$ cat config.mk
export PLATFORM = sky130hd
export DESIGN_NAME = lfsr_prbs_sync_check
export DESIGN_NICKNAME = d
export VERILOG_FILES = /design/src/rtl/lfsr_prbs_sync_check_pkg.sv /design/src/rtl/lfsr_prbs_sync_check_lfsr.sv /design/src/rtl/lfsr_prbs_sync_check.sv
export SDC_FILE = /design/constraint.sdc
export NUM_CORES = 1
export LEC_CHECK = 0
export CELL_PAD_IN_SITES_DETAIL_PLACEMENT = 2
export CELL_PAD_IN_SITES_GLOBAL_PLACEMENT = 2
export CORE_AREA = 2 2 171 173
export CTS_CLUSTER_DIAMETER = 60
export DETAILED_ROUTE_END_ITERATION = 10
export DIE_AREA = 0 0 173 175
export HOLD_SLACK_MARGIN = 0.02
export PLACE_DENSITY = 0.82
export SLEW_MARGIN = 20
export SYNTH_ARGS = -nofsm -noshare
export SYNTH_HDL_FRONTEND = slang
export SYNTH_SLANG_ARGS = --single-unit
$ cat constraint.sdc
create_clock -name clk -period 6.1 [get_ports clk]
set_input_delay 1.22 -clock clk [delete_from_list [all_inputs] [get_ports clk]]
set_output_delay 1.22 -clock clk [all_outputs]
set_load 0.02 [all_outputs]
$ cat src/rtl/lfsr_prbs_sync_check_pkg.sv
// Purpose: shared types for the self-synchronising PRBS checker.
// Latency: n/a (types only).
// Backpressure: n/a.
package lfsr_prbs_sync_check_pkg;

  // Checker lock state.
  // SEED:   next valid word only seeds the predictor.
  // HUNT:   counting clean words towards lock.
  // LOCKED: counting errors and watching for loss of lock.
  typedef enum logic [1:0] {
    SEED   = 2'd0,
    HUNT   = 2'd1,
    LOCKED = 2'd2
  } chk_state_e;

endpackage

$ cat src/rtl/lfsr_prbs_sync_check_lfsr.sv
// Purpose: combinational parallel LFSR step, DATA_WIDTH bits per call, Fibonacci or Galois form.
// Latency: 0 cycles (pure combinational).
// Backpressure: none; the caller decides when to use the result.
// Ports: data_in  - data XORed into the feedback, MSB first (tie to zero for a free-running PRBS)
//        state_in - current LFSR state
//        data_out - the DATA_WIDTH output bits produced from state_in
module lfsr_prbs_sync_check_lfsr #(
  parameter int                    LFSR_WIDTH  = 31,
  parameter logic [LFSR_WIDTH-1:0] LFSR_POLY   = 31'h10000001,
  parameter string                 LFSR_CONFIG = "FIBONACCI",
  parameter bit                    REVERSE     = 1'b0,
  parameter int                    DATA_WIDTH  = 32,
  parameter string                 STYLE       = "AUTO"
) (
  input  logic [DATA_WIDTH-1:0] data_in,
  input  logic [LFSR_WIDTH-1:0] state_in,
  output logic [DATA_WIDTH-1:0] data_out
);

  localparam bit GALOIS = (LFSR_CONFIG == "GALOIS");

  if (!(LFSR_CONFIG == "FIBONACCI" || LFSR_CONFIG == "GALOIS")) begin : g_cfg_check
    $error("LFSR_CONFIG must be FIBONACCI or GALOIS");
  end

  // Both styles reduce to the same XOR network; the loop form is used for all of them.
  if (!(STYLE == "AUTO" || STYLE == "LOOP" || STYLE == "REDUCTION")) begin : g_style_check
    $error("STYLE must be AUTO, LOOP or REDUCTION");
  end

  logic [LFSR_WIDTH-1:0] s_in;
  logic [DATA_WIDTH-1:0] d_in;
  logic [DATA_WIDTH-1:0] d_out;
  logic [LFSR_WIDTH-1:0] s_work;
  logic                  fb_work;

  // REVERSE mirrors the bit order of every port.
  always_comb begin
    s_in = '0;
    d_in = '0;
    for (int i = 0; i < LFSR_WIDTH; i++) begin
      s_in[i] = REVERSE ? state_in[LFSR_WIDTH-1-i] : state_in[i];
    end
    for (int i = 0; i < DATA_WIDTH; i++) begin
      d_in[i] = REVERSE ? data_in[DATA_WIDTH-1-i] : data_in[i];
    end
  end

  // One LFSR shift per output bit; the first bit produced lands in the MSB.
  // Poly bit 0 is the implicit +1 term and is never a tap here.
  always_comb begin
    s_work  = s_in;
    fb_work = 1'b0;
    d_out   = '0;
    for (int k = DATA_WIDTH-1; k >= 0; k--) begin
      if (GALOIS) begin
        fb_work = s_work[LFSR_WIDTH-1] ^ d_in[k];
        s_work  = {s_work[LFSR_WIDTH-2:0], fb_work} ^
                  ({LFSR_POLY[LFSR_WIDTH-1:1], 1'b0} & {LFSR_WIDTH{fb_work}});
      end else begin
        fb_work = s_work[LFSR_WIDTH-1] ^ d_in[k] ^
                  (^(s_work[LFSR_WIDTH-2:0] & LFSR_POLY[LFSR_WIDTH-1:1]));
        s_work  = {s_work[LFSR_WIDTH-2:0], fb_work};
      end
      d_out[k] = fb_work;
    end
  end

  always_comb begin
    data_out = '0;
    for (int i = 0; i < DATA_WIDTH; i++) begin
      data_out[i] = REVERSE ? d_out[DATA_WIDTH-1-i] : d_out[i];
    end
  end

endmodule

$ cat src/rtl/lfsr_prbs_sync_check.sv
// Purpose: self-synchronising PRBS checker; seeds from received data, predicts the next word, tracks lock and errors.
// Latency: 2 cycles from data_valid to word_error / counter / locked update.
// Backpressure: none; every valid word is consumed, data_valid=0 simply holds all state.
// Ports: clk, rst_n (async active-low); data_in/data_valid - received word; cnt_clear - zero both counters;
//        locked - in LOCKED; word_error - per-word mismatch pulse; err_bit_count/err_word_count - saturating counters.
module lfsr_prbs_sync_check
  import lfsr_prbs_sync_check_pkg::*;
#(
  parameter int                    LFSR_WIDTH   = 31,
  parameter logic [LFSR_WIDTH-1:0] LFSR_POLY    = 31'h10000001,
  parameter string                 LFSR_CONFIG  = "FIBONACCI",
  parameter bit                    REVERSE      = 1'b0,
  parameter int                    DATA_WIDTH   = 32,
  parameter int                    LOCK_COUNT   = 16,
  parameter int                    UNLOCK_COUNT = 4,
  parameter int                    CNT_WIDTH    = 32,
  parameter string                 STYLE        = "AUTO"
) (
  input  logic                  clk,
  input  logic                  rst_n,
  input  logic [DATA_WIDTH-1:0] data_in,
  input  logic                  data_valid,
  input  logic                  cnt_clear,
  output logic                  locked,
  output logic                  word_error,
  output logic [CNT_WIDTH-1:0]  err_bit_count,
  output logic [CNT_WIDTH-1:0]  err_word_count
);

  if (DATA_WIDTH < LFSR_WIDTH) begin : g_width_check
    $error("DATA_WIDTH must be >= LFSR_WIDTH");
  end

  localparam int PCW  = $clog2(DATA_WIDTH + 1);
  localparam int SUMW = ((CNT_WIDTH > PCW) ? CNT_WIDTH : PCW) + 1;
  localparam int RUNW = $clog2(LOCK_COUNT + 1);
  localparam int BADW = $clog2(UNLOCK_COUNT + 1);
  localparam logic [CNT_WIDTH-1:0] CNT_MAX = '1;

  function automatic logic [PCW-1:0] popcount(input logic [DATA_WIDTH-1:0] v);
    logic [PCW-1:0] c;
    c = '0;
    for (int i = 0; i < DATA_WIDTH; i++) begin
      c = c + PCW'(v[i]);
    end
    return c;
  endfunction

  // ---------------- stage 1: predict, compare, reseed ----------------
  logic [LFSR_WIDTH-1:0] state_q;
  logic [LFSR_WIDTH-1:0] seed;
  logic [DATA_WIDTH-1:0] expected;
  logic [DATA_WIDTH-1:0] err_vec_q;
  logic                  err_vld_q;

  // The seed slice is the part of a word that equals the transmitter's state after producing it.
  if (REVERSE) begin : g_seed_rev
    assign seed = data_in[DATA_WIDTH-1 -: LFSR_WIDTH];
  end else begin : g_seed_fwd
    assign seed = data_in[LFSR_WIDTH-1:0];
  end

  lfsr_prbs_sync_check_lfsr #(
    .LFSR_WIDTH  (LFSR_WIDTH),
    .LFSR_POLY   (LFSR_POLY),
    .LFSR_CONFIG (LFSR_CONFIG),
    .REVERSE     (REVERSE),
    .DATA_WIDTH  (DATA_WIDTH),
    .STYLE       (STYLE)
  ) u_pred (
    .data_in  ('0),
    .state_in (state_q),
    .data_out (expected)
  );

  // Reloading from the received word every time makes the checker self-healing:
  // a corrupted seed only spoils the prediction of the following word.
  always_ff @(posedge clk or negedge rst_n) begin
    if (!rst_n) begin
      state_q   <= '0;
      err_vec_q <= '0;
      err_vld_q <= 1'b0;
    end else begin
      err_vld_q <= data_valid;
      if (data_valid) begin
        err_vec_q <= data_in ^ expected;
        state_q   <= seed;
      end
    end
  end

  // ---------------- stage 2: classify, count, lock FSM ----------------
  logic [PCW-1:0]       pop;
  logic                 word_err;
  logic [SUMW-1:0]      bit_sum;
  logic [CNT_WIDTH-1:0] bit_cnt_d;
  logic [CNT_WIDTH-1:0] word_cnt_d;
  logic [RUNW-1:0]      run_d;
  logic [BADW-1:0]      bad_d;

  chk_state_e           fsm_q;
  logic [RUNW-1:0]      run_q;
  logic [BADW-1:0]      bad_q;
  logic                 locked_q;
  logic                 word_error_q;
  logic [CNT_WIDTH-1:0] bit_cnt_q;
  logic [CNT_WIDTH-1:0] word_cnt_q;

  assign pop        = popcount(err_vec_q);
  assign word_err   = err_vld_q && (pop != '0);
  assign bit_sum    = SUMW'(bit_cnt_q) + SUMW'(pop);
  assign bit_cnt_d  = (bit_sum > SUMW'(CNT_MAX)) ? CNT_MAX : bit_sum[CNT_WIDTH-1:0];
  assign word_cnt_d = (word_cnt_q == CNT_MAX) ? CNT_MAX : word_cnt_q + CNT_WIDTH'(1);
  assign run_d      = run_q + RUNW'(1);
  assign bad_d      = bad_q + BADW'(1);

  always_ff @(posedge clk or negedge rst_n) begin
    if (!rst_n) begin
      fsm_q        <= SEED;
      run_q        <= '0;
      bad_q        <= '0;
      locked_q     <= 1'b0;
      word_error_q <= 1'b0;
      bit_cnt_q    <= '0;
      word_cnt_q   <= '0;
    end else begin
      word_error_q <= 1'b0;
      if (err_vld_q) begin
        case (fsm_q)
          // The seed word was compared against a stale state; its result is meaningless.
          SEED: begin
            fsm_q <= HUNT;
            run_q <= '0;
          end
          HUNT: begin
            word_error_q <= word_err;
            if (word_err) begin
              run_q <= '0;
            end else if (run_d == RUNW'(LOCK_COUNT)) begin
              fsm_q    <= LOCKED;
              locked_q <= 1'b1;
              run_q    <= '0;
              bad_q    <= '0;
            end else begin
              run_q <= run_d;
            end
          end
          LOCKED: begin
            word_error_q <= word_err;
            if (word_err) begin
              bit_cnt_q  <= bit_cnt_d;
              word_cnt_q <= word_cnt_d;
              if (bad_d == BADW'(UNLOCK_COUNT)) begin
                fsm_q    <= SEED;
                locked_q <= 1'b0;
                bad_q    <= '0;
              end else begin
                bad_q <= bad_d;
              end
            end else begin
              bad_q <= '0;
            end
          end
          default: begin
            fsm_q    <= SEED;
            locked_q <= 1'b0;
          end
        endcase
      end
      // Last assignment wins, so a clear overrides an increment in the same cycle.
      if (cnt_clear) begin
        bit_cnt_q  <= '0;
        word_cnt_q <= '0;
      end
    end
  end

  assign locked         = locked_q;
  assign word_error     = word_error_q;
  assign err_bit_count  = bit_cnt_q;
  assign err_word_count = word_cnt_q;

endmodule

==> results.sh, run 1 <==
export IMPL_n_antenna_cell=0
export IMPL_synth_edf_count=0
export IMPL_vias_per_cell=5.365
export IMPL_regArea_um2=3503
export IMPL_area_growth_pct=35.12
export IMPL_crit_arrival_ps=7120
export IMPL_start_kind="register"
export IMPL_synth_flop_cell="dfrtp_1"
export IMPL_synth_area_per_cell_um2=10.46
export IMPL_h_tree_depth=4
export IMPL_worst_pin_slew_ps=929.3
export IMPL_slew_viol_final=0
export IMPL_drc=0
export IMPL_mostFrequentLayoutCell="dfrtp_1"
export IMPL_start_util_pct=29.58
export IMPL_grt_pass1_vias=8002
export IMPL_hold_viol=0
export IMPL_grt_pass1_wl_um=46330
export IMPL_grt_overflow_total=0
export IMPL_root_buffer="clkbuf_16"
export IMPL_chipWidth_um=173
export IMPL_synth_cell_types=65
export IMPL_chipHeight_um=175
export IMPL_io_pins=102
export IMPL_drive_gt1_share_pct=22.81
export IMPL_mostFrequentLayoutCells="dfrtp_1 (140), clkdlybuf4s50_1 (98), xnor2_1 (66), inv_1 (54), mux2_2 (50)"
export IMPL_crit_fanout=5
export IMPL_wire_per_inst_um=22.74
export IMPL_violations="negative setup slack"
export IMPL_dr_total_vias=7210
export IMPL_skew_ps=18.89
export IMPL_dieArea_um2=30280
export IMPL_dr_pass1_iters=4
export IMPL_grt_max_degree=79
export IMPL_ant_nets=0
export IMPL_nFillCells=3013
export IMPL_tns_ps=-19490
export IMPL_fin_nets=1031
export IMPL_drt_initial_drc_count=318
export IMPL_hpwl_um=20200
export IMPL_fin_util_pct=39.97
export IMPL_fp_row_count=62
export IMPL_cts_buffer_depth=2
export IMPL_multi_input_area_um2=4906
export IMPL_finalCriticalPeriod_ps=6786
export IMPL_cts_buffers=17
export IMPL_rsz0062_at_grt="yes"
export IMPL_drv_cap=0
export IMPL_cts_tree="done"
export IMPL_outcome="finished, violations left"
export IMPL_io_buffers=101
export IMPL_clock_sinks=140
export IMPL_insertion_delay_ps=440
export IMPL_holdCritPathClass="reg2reg"
export IMPL_grt_usage_pct=19.48
export IMPL_layout_setup_ws_ps=-685.8
export IMPL_synthesis_nets=887
export IMPL_required_ps=6440
export IMPL_synthCells=803
export IMPL_placed_area_um2=10210
export IMPL_slew_limit_headroom_pct=38.04
export IMPL_min_period_over_period_pct=111.2
export IMPL_finalInstanceArea_um2=11350
export IMPL_synthArstFlopShare_pct=100.0
export IMPL_antenna_found_initial=0
export IMPL_coreArea_um2=28390
export IMPL_place_gp_congestion=0.7799
export IMPL_synthesis_area_um2=8398
export IMPL_synth_seq_cells=140
export IMPL_path_class="reg2reg"
export IMPL_setup_viol=40
export IMPL_finalWirelength_um=30560
export IMPL_yosysSeqAreaShare_pct=41.72
export IMPL_pre_cts_ws_ps=-671.1
export IMPL_end_kind="register"
export IMPL_clkTransAtPathRegs_ps=80
export IMPL_synth_warnings=0
export IMPL_fmax_mhz=147.4
kinds of logic after synthesis:
group                      count (synthesis)  synth area share, %
xor gates and xnor gates                  71                7.405
muxes                                     52                6.943
AOI/OAI and AO/OA                        174                14.84
and+or+nand+nor                          223                15.23
DFF                                      140                41.72
buffers and inverters                     95                4.484
adders and majority gates                 48                9.386
critical path, cell delays in order (launching register included):
cell	delay, ps
dfrtp_1	420
fa_1	530
fa_1	520
inv_2	50
fa_1	540
inv_2	50
fa_1	460
fa_1	550
inv_2	50
fa_1	550
inv_2	50
ha_4	160
fa_2	330
and2_4	150
o21a_1	190
nor2_4	140
xnor2_2	90
ha_1	330
and2_4	160
o211ai_1	190
a2111oi_4	430
buf_6	200
buf_12	130
and2b_1	180
a311oi_2	260
worst paths after layout:
kind | from | endpoint | slack [ps] | depth (start not counted)
min reg2reg | locked | locked | 510 | 1
min in group asynchronous | rst_n | err_word_count[13] | 720 | 1
min | locked | locked | 510 | 1
max in group asynchronous | rst_n | word_error | 4310 | 2
max reg2reg | err_vec_q[25] | err_bit_count[14] | -690 | 24
max | err_vec_q[25] | err_bit_count[14] | -690 | 24
cell usage after synthesis (3+ instances only):
cell type | number | share of area [%]
nor2b_1 | 9 | 0.67
a31oi_1 | 20 | 1.5
a311oi_1 | 16 | 1.7
nand2b_1 | 3 | 0.22
xnor2_1 | 67 | 7.0
dfrtp_1 | 140 | 42
and3_1 | 18 | 1.3
a221oi_1 | 5 | 0.52
fa_1 | 25 | 6.0
xor2_1 | 4 | 0.42
and2b_1 | 3 | 0.27
a21o_1 | 5 | 0.45
nand2_1 | 34 | 1.5
mux2_2 | 50 | 6.7
clkbuf_1 | 27 | 1.2
o21a_1 | 8 | 0.72
or3_1 | 6 | 0.45
o21bai_1 | 4 | 0.36
nor4_1 | 11 | 0.82
a211oi_1 | 21 | 1.9
nor2_1 | 43 | 1.9
and4_1 | 18 | 1.9
nand3_1 | 12 | 0.72
buf_2 | 4 | 0.24
nor3_1 | 25 | 1.5
nand4_1 | 10 | 0.74
and2_1 | 9 | 0.67
a31o_2 | 3 | 0.31
nor3_2 | 3 | 0.36
buf_1 | 4 | 0.18
and4b_1 | 4 | 0.48
a41oi_1 | 10 | 1.0
o211ai_1 | 3 | 0.27
nand3b_1 | 3 | 0.27
ha_1 | 23 | 3.4
inv_1 | 58 | 2.6
o21ai_0 | 26 | 1.5
a21oi_1 | 32 | 1.9
routing by layer:
| layer | vias up | routed length, um | GRT usage [%] |
|---|---|---|---|
| li1 | 3199 | - | - |
| met1 | 3776 | 12460 | 23.86 |
| met2 | 185 | 16380 | 35.43 |
| met3 | 50 | 1096 | 3.046 |
| met4 | 0 | 626 | 5.403 |
| met5 | - | 0 | 0 |
layout make-up:
type                       count  share of cell area (%)
multi-input combinational    568                   43.24
sequential                   140                   30.87
timing repair buffer         162                   14.35
tap                          384                   4.234
clock buffer                  18                   3.782
inverter                      58                   1.919
clock inverter                14                   1.610
per-stage QoR:
| step | std cells | hold slack (ps) |
|---|---|---|
| CTS | 1340 | 513.9 |
| global route | 1344 | 533.2 |
| global placement | 1301 | 488.2 |
| detailed placement | 1301 | 500.2 |
| floorplan | 803 | 465.6 |
| finish | 1344 | 506.9 |
flip-flops by register name (all words and copies together), names as in the netlist, 2 cells and up:
| name | cells |
|---|---|
| err_bit_count | 32 |
| err_vec_q | 32 |
| err_word_count | 32 |
| state_q | 31 |
| run_q | 5 |
| bad_q | 3 |
| fsm_q | 2 |
repair_timing:
| action | in CTS | in global routing |
|---|---|---|
| hold buffers | 0 | 0 |
| pin swaps | 12 | 32 |
| setup endpoints to repair | 56 | 65 |
| resized for setup | 33 | 48 |
| gates cloned | 1 | 2 |
| setup buffers | 6 | 10 |
| endpoints found under the hold margin | 0 | 0 |
Power of run 1 is not shown: default switching activity piles up to over one toggle a cycle in this logic, so the estimate is an artifact.
==> run 2: changes to the inputs <==
- CORE_AREA: 2 2 171 173 -> 2 2 154 156
- DIE_AREA: 0 0 173 175 -> 0 0 156 158
- PLACE_DENSITY: 0.82 -> 0.93
- clock period: 6.1 -> 6.7 ns (I/O delays scaled with it)
==> run 2 against run 1 <==
Against the previous run: clock skew is 0.99 ps higher; global-route usage is 6.4 points higher; the run still ends with negative setup slack left; fmax fell by 2.2%; non-clock buffer count fell by 22; sequential cell count did not move; die area is 19% lower; final cell count is 8.6% lower; count of clock-buffer cells in the layout is the same; register-to-register slack gained 440 ps; critical path depth rose by 2; worst hold slack got worse by 3.2 ps.
==> results.sh, run 2 (same netlist as run 1, synthesis figures left out) <==
export IMPL_grt_pass1_vias=8298
export IMPL_dieArea_um2=24650
export IMPL_grt_pass1_wl_um=48400
export IMPL_h_tree_depth=4
export IMPL_crit_arrival_ps=7230
export IMPL_clkTransAtPathRegs_ps=70
export IMPL_path_class="reg2reg"
export IMPL_min_period_over_period_pct=103.6
export IMPL_clock_sinks=140
export IMPL_slew_viol_final=0
export IMPL_critPathMaxStageDelay_ps=610
export IMPL_wire_per_inst_um=25.27
export IMPL_drive_gt1_share_pct=19.72
export IMPL_dr_pass1_iters=4
export IMPL_crit_fanout=6
export IMPL_startpoint="err_vec_q[9]"
export IMPL_setup_viol=31
export IMPL_grt_max_degree=86
export IMPL_violations="negative setup slack"
export IMPL_place_gp_congestion=0.7850
export IMPL_cts_tree="done"
export IMPL_drc=0
export IMPL_grt_overflow_total=0
export IMPL_path_buf_inv=9
export IMPL_hold_viol=0
export IMPL_drv_cap=0
export IMPL_root_buffer="clkbuf_16"
export IMPL_mostFrequentLayoutCell="dfrtp_1"
export IMPL_finalWirelength_um=31030
export IMPL_holdPathStages=1
export IMPL_reg2reg_depth=26
export IMPL_coreArea_um2=23050
export IMPL_chipHeight_um=158
export IMPL_finalInstanceArea_um2=10910
export IMPL_nFillCells=2342
export IMPL_vias_per_cell=5.823
export IMPL_slew_limit_headroom_pct=38.48
export IMPL_rsz0062_at_grt="yes"
export IMPL_end_kind="register"
export IMPL_pre_cts_ws_ps=-327.2
export IMPL_start_kind="register"
export IMPL_regToRegStartpoint="err_vec_q[9]"
export IMPL_skew_ps=19.88
export IMPL_mostFrequentLayoutCells="dfrtp_1 (140), clkdlybuf4s50_1 (98), xnor2_1 (66), inv_1 (52), mux2_2 (49)"
export IMPL_drt_initial_drc_count=314
export IMPL_hold_start="locked"
export IMPL_grt_usage_pct=25.89
export IMPL_crit_family="adder cells"
export IMPL_n_antenna_cell=0
export IMPL_fmax_mhz=144.1
export IMPL_required_ps=6990
export IMPL_start_util_pct=36.43
export IMPL_ant_nets=0
export IMPL_insertion_delay_ps=450
export IMPL_chipWidth_um=156
export IMPL_io_pins=102
export IMPL_tns_ps=-3384
export IMPL_holdCritPathClass="reg2reg"
export IMPL_cpMostUsedCell="fa_1"
export IMPL_fin_nets=1009
export IMPL_io_buffers=101
export IMPL_outcome="finished, violations left"
export IMPL_antenna_found_initial=0
export IMPL_finalCriticalPeriod_ps=6942
export IMPL_timing_hold_ws_ps=503.7
export IMPL_hpwl_um=19420
export IMPL_layout_setup_ws_ps=-241.9
export IMPL_area_growth_pct=29.87
export IMPL_cp_depth=26
export IMPL_placed_area_um2=9768
export IMPL_cts_buffers=17
export IMPL_worst_pin_slew_ps=922.7
export IMPL_fp_row_count=56
export IMPL_worst_path_max_delay_cell="fa_1"
export IMPL_dr_total_vias=7151
export IMPL_cts_buffer_depth=2
==> run 2: worst paths after layout <==
kind,slack [ps],end
worst max-delay path,-240,err_bit_count[10]
worst min-delay path,500,locked
worst max register to register,-240,err_bit_count[10]
worst min register to register,500,locked
max in group asynchronous,4360,fsm_q[0]
min in group asynchronous,940,state_q[1]
==> run 2: per-layer routing <==
metal | part of all wire [%] | routed length [um] | vias up | track usage [%]
li1 | - | - | 3151 | -
met1 | 40 | 12530 | 3721 | 30.58
met2 | 52 | 16080 | 190 | 45.87
met3 | 3.8 | 1169 | 89 | 4.462
met4 | 4.0 | 1242 | 0 | 12.36
met5 | 0 | 0 | - | 0
==> run 2: area by class of cell <==
cell class	count	area (um2)	area share (%)
clock inverters	14	155.1	1.423
flip-flops and latches	140	3503	32.12
clock buffers	18	439.2	4.027
inverters	58	217.7	1.996
repair buffers	140	1423	13.04
multi-input cells	568	4806	44.06
well taps	290	362.8	3.327
==> run 2: metrics by stage <==
step                      std cells  util [%]
final                          1228     47.31
after global routing           1228     47.31
after CTS                      1222     46.30
after detailed placement       1174     42.37
after global placement         1174     42.37
after floorplan                 803         -
==> run 2: timing repair <==
action,in CTS,in global routing
cloned,2,1
resized for setup,33,29
pin swaps,20,17
buffers inserted,14,7
hold buffers,0,0
setup endpoints to repair,32,32
Power of run 2 is left out for the same reason.
==> run 3: changes to the inputs <==
- CORE_AREA: 2 2 154 156 -> 2 2 171 173
- DIE_AREA: 0 0 156 158 -> 0 0 173 175
- PLACE_DENSITY: 0.93 -> 0.79
==> run 3 against run 2 <==
Against the previous run: the flow now finishes without violations; critical path type unchanged; final cell count rose by 7.2%; die area is 23% higher; clock skew is 6.0 ps lower; register-to-register slack better by 250 ps; routed wire length decreased by 12%; first-iteration DRC count increased by 6.7%; count of clock-buffer cells in the layout down 1; sequential cell count is the same; fmax is 3.8% higher; worst hold slack worse by 4.3 ps; design area down 1.4%.
==> results.sh, run 3 (same netlist as run 1, synthesis figures left out) <==
export IMPL_instances_no_fill=1316
export IMPL_grt_max_degree=93
export IMPL_holdCritPathClass="reg2reg"
export IMPL_path_cells="fa_1, fa_1, inv_2, fa_1, inv_2, fa_1, fa_1, inv_1, fa_1, inv_2, ha_4, fa_2, and2_4, o21a_1, nor2_1, xnor2_1, ha_1, and2_4, o211ai_1, a2111oi_4, buf_6, and2b_1, a311oi_2"
export IMPL_crit_arrival_ps=7030
export IMPL_ant_nets=0
export IMPL_reg2reg_depth=23
export IMPL_place_gp_congestion=0.7645
export IMPL_crit_fanout=6
export IMPL_vias_per_cell=5.261
export IMPL_end_kind="register"
export IMPL_cts_buffer_depth=2
export IMPL_outcome="completed"
export IMPL_clock_sinks=140
export IMPL_mostFrequentLayoutCells="dfrtp_1 (140), clkdlybuf4s50_1 (98), xnor2_1 (67), inv_1 (54), mux2_2 (50)"
export IMPL_drt_initial_drc_count=335
export IMPL_fin_nets=1003
export IMPL_start_kind="register"
export IMPL_dr_pass1_iters=6
export IMPL_skew_ps=13.91
export IMPL_critPathMaxStageDelay_ps=540
export IMPL_clkTransAtPathRegs_ps=70
export IMPL_cpMostUsedCell="fa_1"
export IMPL_regToRegStartpoint="err_vec_q[17]"
export IMPL_path_class="reg2reg"
export IMPL_cts_tree="done"
export IMPL_min_period_over_period_pct=99.86
export IMPL_insertion_delay_ps=430
export IMPL_hpwl_um=18430
export IMPL_worst_path_max_delay_cell="fa_1"
export IMPL_coreArea_um2=28390
export IMPL_worst_pin_slew_ps=948.4
export IMPL_required_ps=7040
export IMPL_rsz0062_at_grt="yes"
export IMPL_fp_row_count=62
export IMPL_mostFrequentLayoutCell="dfrtp_1"
export IMPL_worst_r2r_setup_slack_ps=9
export IMPL_chipWidth_um=173
export IMPL_setup_viol=0
export IMPL_io_buffers=101
export IMPL_io_pins=102
export IMPL_hold_start="run_q[4]"
export IMPL_drv_cap=0
export IMPL_dieArea_um2=30280
export IMPL_chipHeight_um=175
export IMPL_hold_path_end="run_q[4]"
export IMPL_drive_gt1_share_pct=17.81
export IMPL_dp_cells=1269
export IMPL_slew_viol_final=0
export IMPL_cts_buffers=17
export IMPL_area_growth_pct=28.01
export IMPL_start_util_pct=29.58
export IMPL_antenna_found_initial=0
export IMPL_slew_limit_headroom_pct=36.77
export IMPL_tns_ps=0
export IMPL_grt_usage_pct=18.24
export IMPL_grt_pass1_wl_um=44060
export IMPL_finalCriticalPeriod_ps=6691
export IMPL_nFillCells=3056
export IMPL_root_buffer="clkbuf_16"
export IMPL_h_tree_depth=4
export IMPL_fmax_mhz=149.5
export IMPL_hold_viol=0
export IMPL_finalWirelength_um=27260
export IMPL_n_antenna_cell=0
export IMPL_holdPathStages=1
export IMPL_grt_pass1_vias=7642
export IMPL_drc=0
export IMPL_grt_overflow_total=0
export IMPL_layout_setup_ws_ps=9.147
export IMPL_wire_per_inst_um=20.71
export IMPL_reg2reg_to="err_bit_count[14]"
export IMPL_dr_total_vias=6924
export IMPL_pre_cts_ws_ps=-250.1
## run 3: changes by cell type in the layout (fill, tap and decap cells not counted), moves of 3 or more
cell	change
inv_6	+3
a211oi_1	+3
a221oi_4	-3
a221oi_2	+3
buf_12	-5
a211oi_2	-3
buf_4	+3
## run 3: critical path: cells and delay by family (launching register included)
family | cells | cell delay [ps]
buffers and inverters | 5 | 410
AO/OA/AOI/OAI | 4 | 1120
adder cells (fa/ha/maj) | 9 | 3930
AND/OR/NAND/NOR | 4 | 630
XOR/XNOR | 1 | 110
flip-flops | 1 | 410
## run 3: cell type report
class	count	area (um2)	share of cell area (%)
clock buffer	17	425.4	3.957
timing repair buffer	134	1270	11.81
clock inverter	15	175.2	1.629
multi-input combinational	568	4678	43.52
sequential	140	3503	32.59
inverter	58	217.7	2.025
tap	384	480.5	4.469
## run 3: through the flow
stage / util (%) / hold WS, ps / area (um2)
final: 37.86 / 499.4 / 10750
after global routing: 37.86 / 526.4 / 10750
after CTS: 37.45 / 507.4 / 10630
after detailed placement: 34.86 / 492.5 / 9898
after global placement: 34.84 / 487.1 / 9893
after floorplan: - / 465.6 / 8398
## run 3: worst max-delay path by stage
stage	from	slack, ps	to	cells after the start
after CTS	err_vec_q[21]	10	err_bit_count[14]	24
after floorplan	err_vec_q[11]	210	err_bit_count[27]	23
after global routing	err_vec_q[25]	-170	err_bit_count[14]	23
after detailed placement	err_vec_q[5]	-250	err_bit_count[24]	22
final	err_vec_q[17]	9	err_bit_count[14]	23
after global placement	err_vec_q[17]	-1	err_bit_count[24]	22
## run 3: routing by layer
| metal | vias up | part of all wire, % | GRT usage (%) |
|---|---|---|---|
| li1 | 3159 | - | - |
| met1 | 3619 | 44 | 23.61 |
| met2 | 117 | 52 | 31.78 |
| met3 | 29 | 2.5 | 3.003 |
| met4 | 0 | 1.5 | 4.449 |
| met5 | - | 0 | 0 |
## run 3: what timing repair did
| item | in CTS | in global routing |
|---|---|---|
| setup endpoints to repair | 28 | 32 |
| hold buffers | 0 | 0 |
| setup buffers | 5 | 11 |
| pin swaps | 9 | 34 |
| gates resized for setup | 7 | 29 |
| hold endpoints to repair | 0 | 0 |
| gates cloned | 2 | 0 |
Power of run 3 is left out for the same reason.
